## src/rtl/alu_arbiter.sv

```systemverilog
// Two-requester front end for the shared combinational ALU.
// Round-robin grant, registered operands, registered result with a trace strobe.
module alu_arbiter #(
  parameter int WIDTH  = 32,
  parameter int FUNC_W = 6
) (
  input  logic              clk,
  input  logic              reset,
  input  logic              req0_valid,
  input  logic              req1_valid,
  output logic              req0_ready,
  output logic              req1_ready,
  input  logic [WIDTH-1:0]  req0_A,
  input  logic [WIDTH-1:0]  req1_A,
  input  logic [WIDTH-1:0]  req0_B,
  input  logic [WIDTH-1:0]  req1_B,
  input  logic              req0_Signed,
  input  logic              req1_Signed,
  input  logic [FUNC_W-1:0] req0_ALUFunc,
  input  logic [FUNC_W-1:0] req1_ALUFunc,
  output logic [WIDTH-1:0]  alu_A,
  output logic [WIDTH-1:0]  alu_B,
  output logic              alu_Signed,
  output logic [FUNC_W-1:0] alu_ALUFunc,
  input  logic [WIDTH-1:0]  alu_S,
  output logic              rsp0_valid,
  output logic              rsp1_valid,
  input  logic              rsp0_ready,
  input  logic              rsp1_ready,
  output logic [WIDTH-1:0]  rsp_S,
  output logic              alu_pulse,
  output logic              busy
);

  typedef enum logic [1:0] {
    IDLE,
    EXEC,
    RESP
  } state_t;

  state_t state, state_nx;

  logic              last;
  logic              owner;
  logic              pulse;
  logic [WIDTH-1:0]  a_q;
  logic [WIDTH-1:0]  b_q;
  logic [WIDTH-1:0]  s_q;
  logic              sg_q;
  logic [FUNC_W-1:0] f_q;
  logic              grant0;
  logic              grant1;
  logic              accept;

  // On a tie the requester that was not served last wins.
  always_comb begin
    grant0 = 1'b0;
    grant1 = 1'b0;
    unique case (1'b1)
      (req0_valid && req1_valid): begin
        grant0 = last;
        grant1 = !last;
      end
      (req0_valid && !req1_valid): grant0 = 1'b1;
      (!req0_valid && req1_valid): grant1 = 1'b1;
      default: ;
    endcase
  end

  always_comb begin
    state_nx   = state;
    req0_ready = 1'b0;
    req1_ready = 1'b0;
    accept     = 1'b0;
    case (state)
      IDLE: begin
        req0_ready = grant0;
        req1_ready = grant1;
        accept     = grant0 || grant1;
        if (accept) state_nx = EXEC;
      end
      EXEC: state_nx = RESP;
      RESP: begin
        if (owner ? rsp1_ready : rsp0_ready)
          state_nx = IDLE;
      end
      default: state_nx = IDLE;
    endcase
  end

  always_ff @(posedge clk) begin
    if (reset) begin
      state <= IDLE;
      last  <= 1'b1;
      owner <= 1'b0;
      pulse <= 1'b0;
      a_q   <= '0;
      b_q   <= '0;
      sg_q  <= 1'b0;
      f_q   <= '0;
      s_q   <= '0;
    end else begin
      state <= state_nx;
      pulse <= (state == EXEC);
      if (accept) begin
        a_q   <= grant1 ? req1_A : req0_A;
        b_q   <= grant1 ? req1_B : req0_B;
        sg_q  <= grant1 ? req1_Signed : req0_Signed;
        f_q   <= grant1 ? req1_ALUFunc : req0_ALUFunc;
        owner <= grant1;
        last  <= grant1;
      end
      if (state == EXEC) s_q <= alu_S;
    end
  end

  assign alu_A       = a_q;
  assign alu_B       = b_q;
  assign alu_Signed  = sg_q;
  assign alu_ALUFunc = f_q;
  assign rsp_S       = s_q;
  assign rsp0_valid  = (state == RESP) && !owner;
  assign rsp1_valid  = (state == RESP) && owner;
  assign alu_pulse   = pulse;
  assign busy        = (state != IDLE);

endmodule

```

## config.mk

```make
export PLATFORM = sky130hd
export DESIGN_NAME = alu_arbiter
export DESIGN_NICKNAME = d
export VERILOG_FILES = /design/src/rtl/alu_arbiter.sv
export SDC_FILE = /design/constraint.sdc
export NUM_CORES = 1
export LEC_CHECK = 0
export BUFFER_PORTS_ARGS = -buffer_cell sky130_fd_sc_hd__buf_2
export CAP_MARGIN = 20
export CELL_PAD_IN_SITES_DETAIL_PLACEMENT = 0
export CELL_PAD_IN_SITES_GLOBAL_PLACEMENT = 1
export CORE_ASPECT_RATIO = 0.7
export CORE_MARGIN = 1.5
export CORE_UTILIZATION = 33
export DETAILED_ROUTE_END_ITERATION = 6
export PLACE_DENSITY = 0.83
export SETUP_SLACK_MARGIN = 0.1
export SKIP_CTS_REPAIR_TIMING = 1
export SLEW_MARGIN = 20
export SYNTH_ARGS = -nofsm -noshare
export SYNTH_HDL_FRONTEND = slang
export SYNTH_SLANG_ARGS = --single-unit
```

## constraint.sdc

```tcl
create_clock -name clk -period 3 [get_ports clk]
set_input_delay 0.6 -clock clk [delete_from_list [all_inputs] [get_ports clk]]
set_output_delay 0.6 -clock clk [all_outputs]
set_load 0.1 [all_outputs]
```

# == Word level (Yosys, flattened, before mapping) ==
# Index checks and enable logic that the tools add are counted.
# totals
reg_bits,108
inputBits,180
out_inout_bits,109
# classes
eq_ne,4
n_mux,13
reduce_logical,13
# op_table
op,n
32-bit two-way mux,2
6-bit two-way mux,1
2-bit case mux with 3 select lines,1
1-bit logical AND,5
1-bit two-way mux,5
1-bit zero test,4
2-bit two-way mux,2
"2-bit != test, second input constant",2
1-bit case mux with 2 select lines,2
"2-bit by 1-bit equality test with 1-bit output, second input constant",1
"2-bit equality test, second input constant",1
2-bit zero test,1
2-bit AND reduction,1
2-bit nonzero test,1
1-bit logical OR,1

# == Longest topological paths before layout ==
# Gate-level depths: netlist of the first run.
# depth
word_depth,6
ltp_mapped,6

# == Worst setup path before layout of the first run ==
# No wires, ideal clock.
# synth_timing
kind,reg-to-output
startpoint,register state[1]
endpoint,output port req1_ready
arrival_ps,2665
required_ps,2400
setup_slack_ps,-265
path_stages_with_launch,6
path_buffers,2
cell_sequence,dfxtp_1 > nor2_1 > buf_2 > buf_2 > inv_1 > nor2_1
# synth_between
elab_chain_len,2
# synth_lines
item,line,rtl
start: declaration,41,"state_t state, state_nx;"
start signal: assignment,103,state <= state_nx;
2-bit zero test,75,case (state)
1-bit two-way mux,75,
end: declaration,12,"output logic req1_ready,"
# No other way between the ends.

# == Worst setup path after layout of the first run ==
# layout_timing
startpoint,register state[1]
endpoint,output port req0_ready
# layout_between
elab_chain_len,2
# layout_lines
item,line,rtl
2-bit zero test,75,
1-bit two-way mux,75,
end: declaration,11,"output logic req0_ready,"
# No other way between the ends.

==> impl_metrics.toml, run 1 <==
[route]
firstDrtPassIters = 4
vias = 4956
via_per_inst = 4.87
final_antenna_net_count = 0
drt-initial-drc-count = 207
route.detailed.drc = 0
routed_wl_mm = 15.8
wl_per_cell_um = 15.5

[cells_and_area]
drive_above_1_share_pct = 47.6
finalNetCount = 998
antenna_cells = 0
synthToLayoutAreaGrowth_pct = 36.3
utilization_pct = 46.1
finalNonFillerCells = 1017
final_cell_mix = "buf_2, nand2_1, dfxtp_1"
mostFrequentLayoutCell = "buf_2"

[worst_setup_path]
cp_cell_sequence = "or3b_2, nor2_2, buf_2"
cpPeakStageDelay_ns = 0.53
arrival_ns = 1.79
worstSetupStartpointType = "register"
worstPathMaxFanout = 7
cp-end-kind = "output port"
startpoint = "state[1]$_SDFFE_PP0P_"
crit_slowest_cell = "or3b_2"
required_ns = 2.40
r2r_start = "state[1]$_SDFFE_PP0P_"
crit_type = "reg2out"

[floorplan]
fp.dieH_um = 106
start_util_pct = 33.8
ioPinCount = 289
num_rows = 37
fp.dieArea_mm2 = 0.0158
core-area_mm2 = 0.0147
dieWidth_um = 150

[cts]
cts_buffer_depth = 2
clock-root-buffer = "clkbuf_16"
cts_tree = "yes"
clk_pin_slew_ns = 0.07
cts_buffers = 9
htreeDepth = 3
clock_sinks = 108
clock_latency_ns = 0.34

[global_routing]
grt_max_degree = 74
antenna_found_initial = 0
grt_pass1_vias = 4772
grt_first_pass_wirelength_mm = 25.0
grt_use_total_pct = 19.7
gr-total-overflow = 0

[yosys]
synth_nets = 750
yosys_warnings = 0
postSynthCellCount = 570
synth_area_per_cell_um2 = 8.70
ys_ff_latch = 108
syn_area_mm2 = 0.00496
ys_types = 23
ys_seq_area_share_pct = 43.6

[place]
dp.cells = 1002
gp_congestion = 0.759
dp_hpwl_mm = 10.6
io_buffer_count = 288

[power_and_ir_drop]
cellPowerDensity_mw_per_mm2 = 731
swShare_pct = 45.9
p_sw_mw = 2.27
seqPwrFrac_pct = 33.8
p_int_mw = 2.68
ir_drop_mv = 0.255
p_clk_share_pct = 24.7
power.leakage_nw = 3.08
p_total_mw = 4.94
comb_power_share_pct = 41.5

[sta]
finalSetupViolations = 0
finalClockSkew_ns = 0.00536
worstMarginPinSlew_ns = 1.10
rsz0062_at_grt = "no"
maxSlewViolCount = 0
slew_headroom_pct = 26.6
fin_setup_tns_ns = 0
min_period_ns = 2.39
fmax_ghz = 0.418
fin_crit_sh_pct = 79.8
hold_viol_final = 0

[hold_path]
hold_class = "reg2reg"
hp-start = "rsp_S[18]$_SDFFE_PP0P_"

[outcome]
outcome = "finished clean"

[run]
max-cap-violations = 0
==> per-stage QoR <==
stage | instance area, um^2 | setup slack [ns] | hold WS, ns
finish | 6760 | 0.607 | 0.453
global placement | 6460 | 0.650 | 0.441
CTS | 6760 | 0.591 | 0.453
detailed placement | 6460 | 0.626 | 0.443
floorplan | 4970 | 0.189 | 0.500
global route | 6760 | 0.539 | 0.470
==> kinds of logic (layout without fill, tap and decap cells) <==
group                  Yosys count  in the layout  synth area share, %
AND/OR/NAND/NOR                221            221                 17.4
AO/OA/AOI/OAI                  179            179                 32.4
flip-flops                     108            108                 43.6
buffers and inverters           61            313                 6.33
multiplexers                     1              1                0.202
==> critical path, delay by kind of cell, from the launching register on <==
family                 cells  cell delay (ns)
AND/OR/NAND/NOR            2             0.62
flip-flops                 1             0.39
buffers and inverters      1             0.44
==> power groups by stage <==
stage	registers [mW]	logic, mW	clock network, mW
after detailed placement	1.70	2.06	0
after global placement	1.70	2.06	0
after CTS	1.67	2.06	1.27
after global routing	1.69	2.16	1.32
final	1.67	2.05	1.22
after floorplan	2.78	0.619	0
==> cell usage after synthesis, drive strengths merged <==
cell type | instances | area [um^2]
nand2 | 206 | 773
dfxtp | 108 | 2160
a21oi | 104 | 521
a311oi | 71 | 1050
clkbuf | 32 | 120
buf | 28 | 190
nor2 | 5 | 18.8
nor2b | 3 | 18.8
a21bo | 1 | 10.0
a21boi | 1 | 7.51
a221o | 1 | 10.0
a22oi | 1 | 7.51
and2 | 1 | 8.76
and3b | 1 | 8.76
inv | 1 | 3.75
mux2i | 1 | 10.0
nand2b | 1 | 6.26
nand3b | 1 | 7.51
nor3b | 1 | 7.51
or2 | 1 | 6.26
or3b | 1 | 8.76
==> path summary, 6_finish.rpt <==
path | endpoint | slack [ns] | depth (start not counted)
worst max-delay path | req0_ready | 0.61 | 3
worst min-delay path | rsp_S[18]$_SDFFE_PP0P_ | 0.45 | 2
worst max register to register | alu_B[11]$_SDFFE_PP0P_ | 1.00 | 4
worst min register to register | rsp_S[18]$_SDFFE_PP0P_ | 0.45 | 2
==> cell type report <==
cell class | instances | area (um^2)
clock inverters | 5 | 60.1
multi-input cells | 401 | 2510
flip-flops and latches | 108 | 2160
inverters | 1 | 3.75
clock buffers | 10 | 239
fillers | 1505 | 7920
well taps | 195 | 244
repair buffers | 297 | 1540
==> state kept, by name (all words and copies together) (netlist names) <==
register	count
state	2
alu_Signed	1
owner	1
alu_pulse	1
alu_B	32
last	1
alu_ALUFunc	6
alu_A	32
rsp_S	32
==> metal layers <==
metal	GRT usage, %	wire length (um)	vias to the layer above
met5	0	0	-
met4	5.09	230	0
met3	6.36	1440	18
met2	31.5	7180	191
met1	25.6	6930	2261
li1	-	-	2486
Note: power is estimated with default switching activity, not from simulation.
==> run 2: changes to the inputs <==
Settings changed: CORE_UTILIZATION 33 to 28, PLACE_DENSITY 0.83 to 0.74.
Clock period 3 ns to 1.95 ns, I/O delays scaled along.
==> impl_metrics.toml, run 2 (synthesis gave the netlist of run 1 again) <==
[cts]
htreeDepth = 3
clk_pin_slew_ns = 0.08
clock_sinks = 108
clock-root-buffer = "clkbuf_16"
cts_buffers = 9
clock_latency_ns = 0.34
cts_tree = "yes"
cts_buffer_depth = 2

[global_routing]
grt_max_degree = 51
grt_first_pass_wirelength_mm = 25.9
grt_pass1_vias = 4900
grt_use_total_pct = 17.4
gr-total-overflow = 0
antenna_found_initial = 1

[floorplan]
core-area_mm2 = 0.0173
num_rows = 40
start_util_pct = 28.7
ioPinCount = 289
fp.dieH_um = 114
fp.dieArea_mm2 = 0.0185
dieWidth_um = 162

[worst_setup_path]
crit_type = "reg2out"
arrival_ns = 1.44
worstSetupStartpointType = "register"
cp-end-kind = "output port"
rr_worst_depth = 4
worstPathMaxFanout = 7
r2r_start = "state[0]$_SDFFE_PP0P_"
rrSetupSlack_ns = 0.46
required_ns = 1.56
startpoint = "state[1]$_SDFFE_PP0P_"

[route]
final_antenna_net_count = 0
route.detailed.drc = 0
vias = 5029
drt-initial-drc-count = 357
wl_per_cell_um = 15.5
via_per_inst = 4.73
firstDrtPassIters = 4
routed_wl_mm = 16.4

[power_and_ir_drop]
ir_drop_mv = 0.438
cellPowerDensity_mw_per_mm2 = 1100
power.leakage_nw = 3.15

[sta]
fin_setup_tns_ns = 0
slew_headroom_pct = 64.7
rsz0062_at_grt = "yes"
finalSetupViolations = 0
finalClockSkew_ns = 0.00568
maxSlewViolCount = 0
worstMarginPinSlew_ns = 0.530
min_period_ns = 1.83
fmax_ghz = 0.548
hold_viol_final = 0
fin_crit_sh_pct = 93.6

[cells_and_area]
finalNonFillerCells = 1064
antenna_cells = 0
drive_above_1_share_pct = 48.5
mostFrequentLayoutCell = "buf_2"
synthToLayoutAreaGrowth_pct = 40.9
finalNetCount = 1008
final_cell_mix = "buf_2, nand2_1, dfxtp_1"
nFillCells = 1819

[run]
max-cap-violations = 0

[hold_path]
hold_class = "in2reg"
hp-start = "alu_S[21]"
hold_path_depth = 3

[outcome]
outcome = "finished clean"

[place]
dp.cells = 1048
gp_congestion = 0.797
io_buffer_count = 288
dp_hpwl_mm = 11.7
## run 2: critical path, stage by stage (launching register included)
cell	delay [ns]
dfxtp_4	0.37
or3b_4	0.43
nor2_4	0.11
buf_12	0.18
## run 2: routing by layer
layer  track usage (%)  vias to the layer above  routed length [um]
met2              29.3                      176                7560
met4              3.79                        2                 142
met1              22.7                     2317                7570
met3              4.20                       15                1150
li1                  -                     2519                   -
met5                 0                        -                  16
## run 2: area by class of cell
class / instances / area [um^2] / share of cell area, %
clock buffer: 10 / 229 / 3.28
clock inverter: 6 / 72.6 / 1.04
inverter: 1 / 7.51 / 0.107
multi-input combinational: 401 / 2530 / 36.2
sequential: 108 / 2170 / 31.0
tap: 231 / 289 / 4.14
timing repair buffer: 307 / 1690 / 24.2
## run 2: worst paths after layout
check,end
worst min register to register,rsp_S[7]$_SDFFE_PP0P_
worst max-delay path,req0_ready
worst max register to register,alu_A[17]$_SDFFE_PP0P_
worst min-delay path,rsp_S[21]$_SDFFE_PP0P_
## run 2: where the power goes
part	switching, mW	total, mW	internal [mW]
Sequential	0.124	2.57	2.45
Combinational	2.54	3.24	0.701
Clock	0.862	1.88	1.01
## run 2: stage by stage
stage | total power, mW | area [um^2] | utilization (%) | hold slack [ns] | setup slack [ns]
5_1_grt | 8.06 | 6990 | 40.5 | 0.270 | 0.0703
3_3_place_gp | 5.87 | 6680 | 38.7 | 0.440 | 0.233
2_1_floorplan | 5.25 | 5000 | - | 0.500 | -0.241
6_report | 7.69 | 6990 | 40.5 | 0.276 | 0.124
3_5_place_dp | 5.88 | 6680 | 38.7 | 0.446 | 0.212
4_1_cts | 7.79 | 6980 | 40.4 | 0.257 | -0.0433
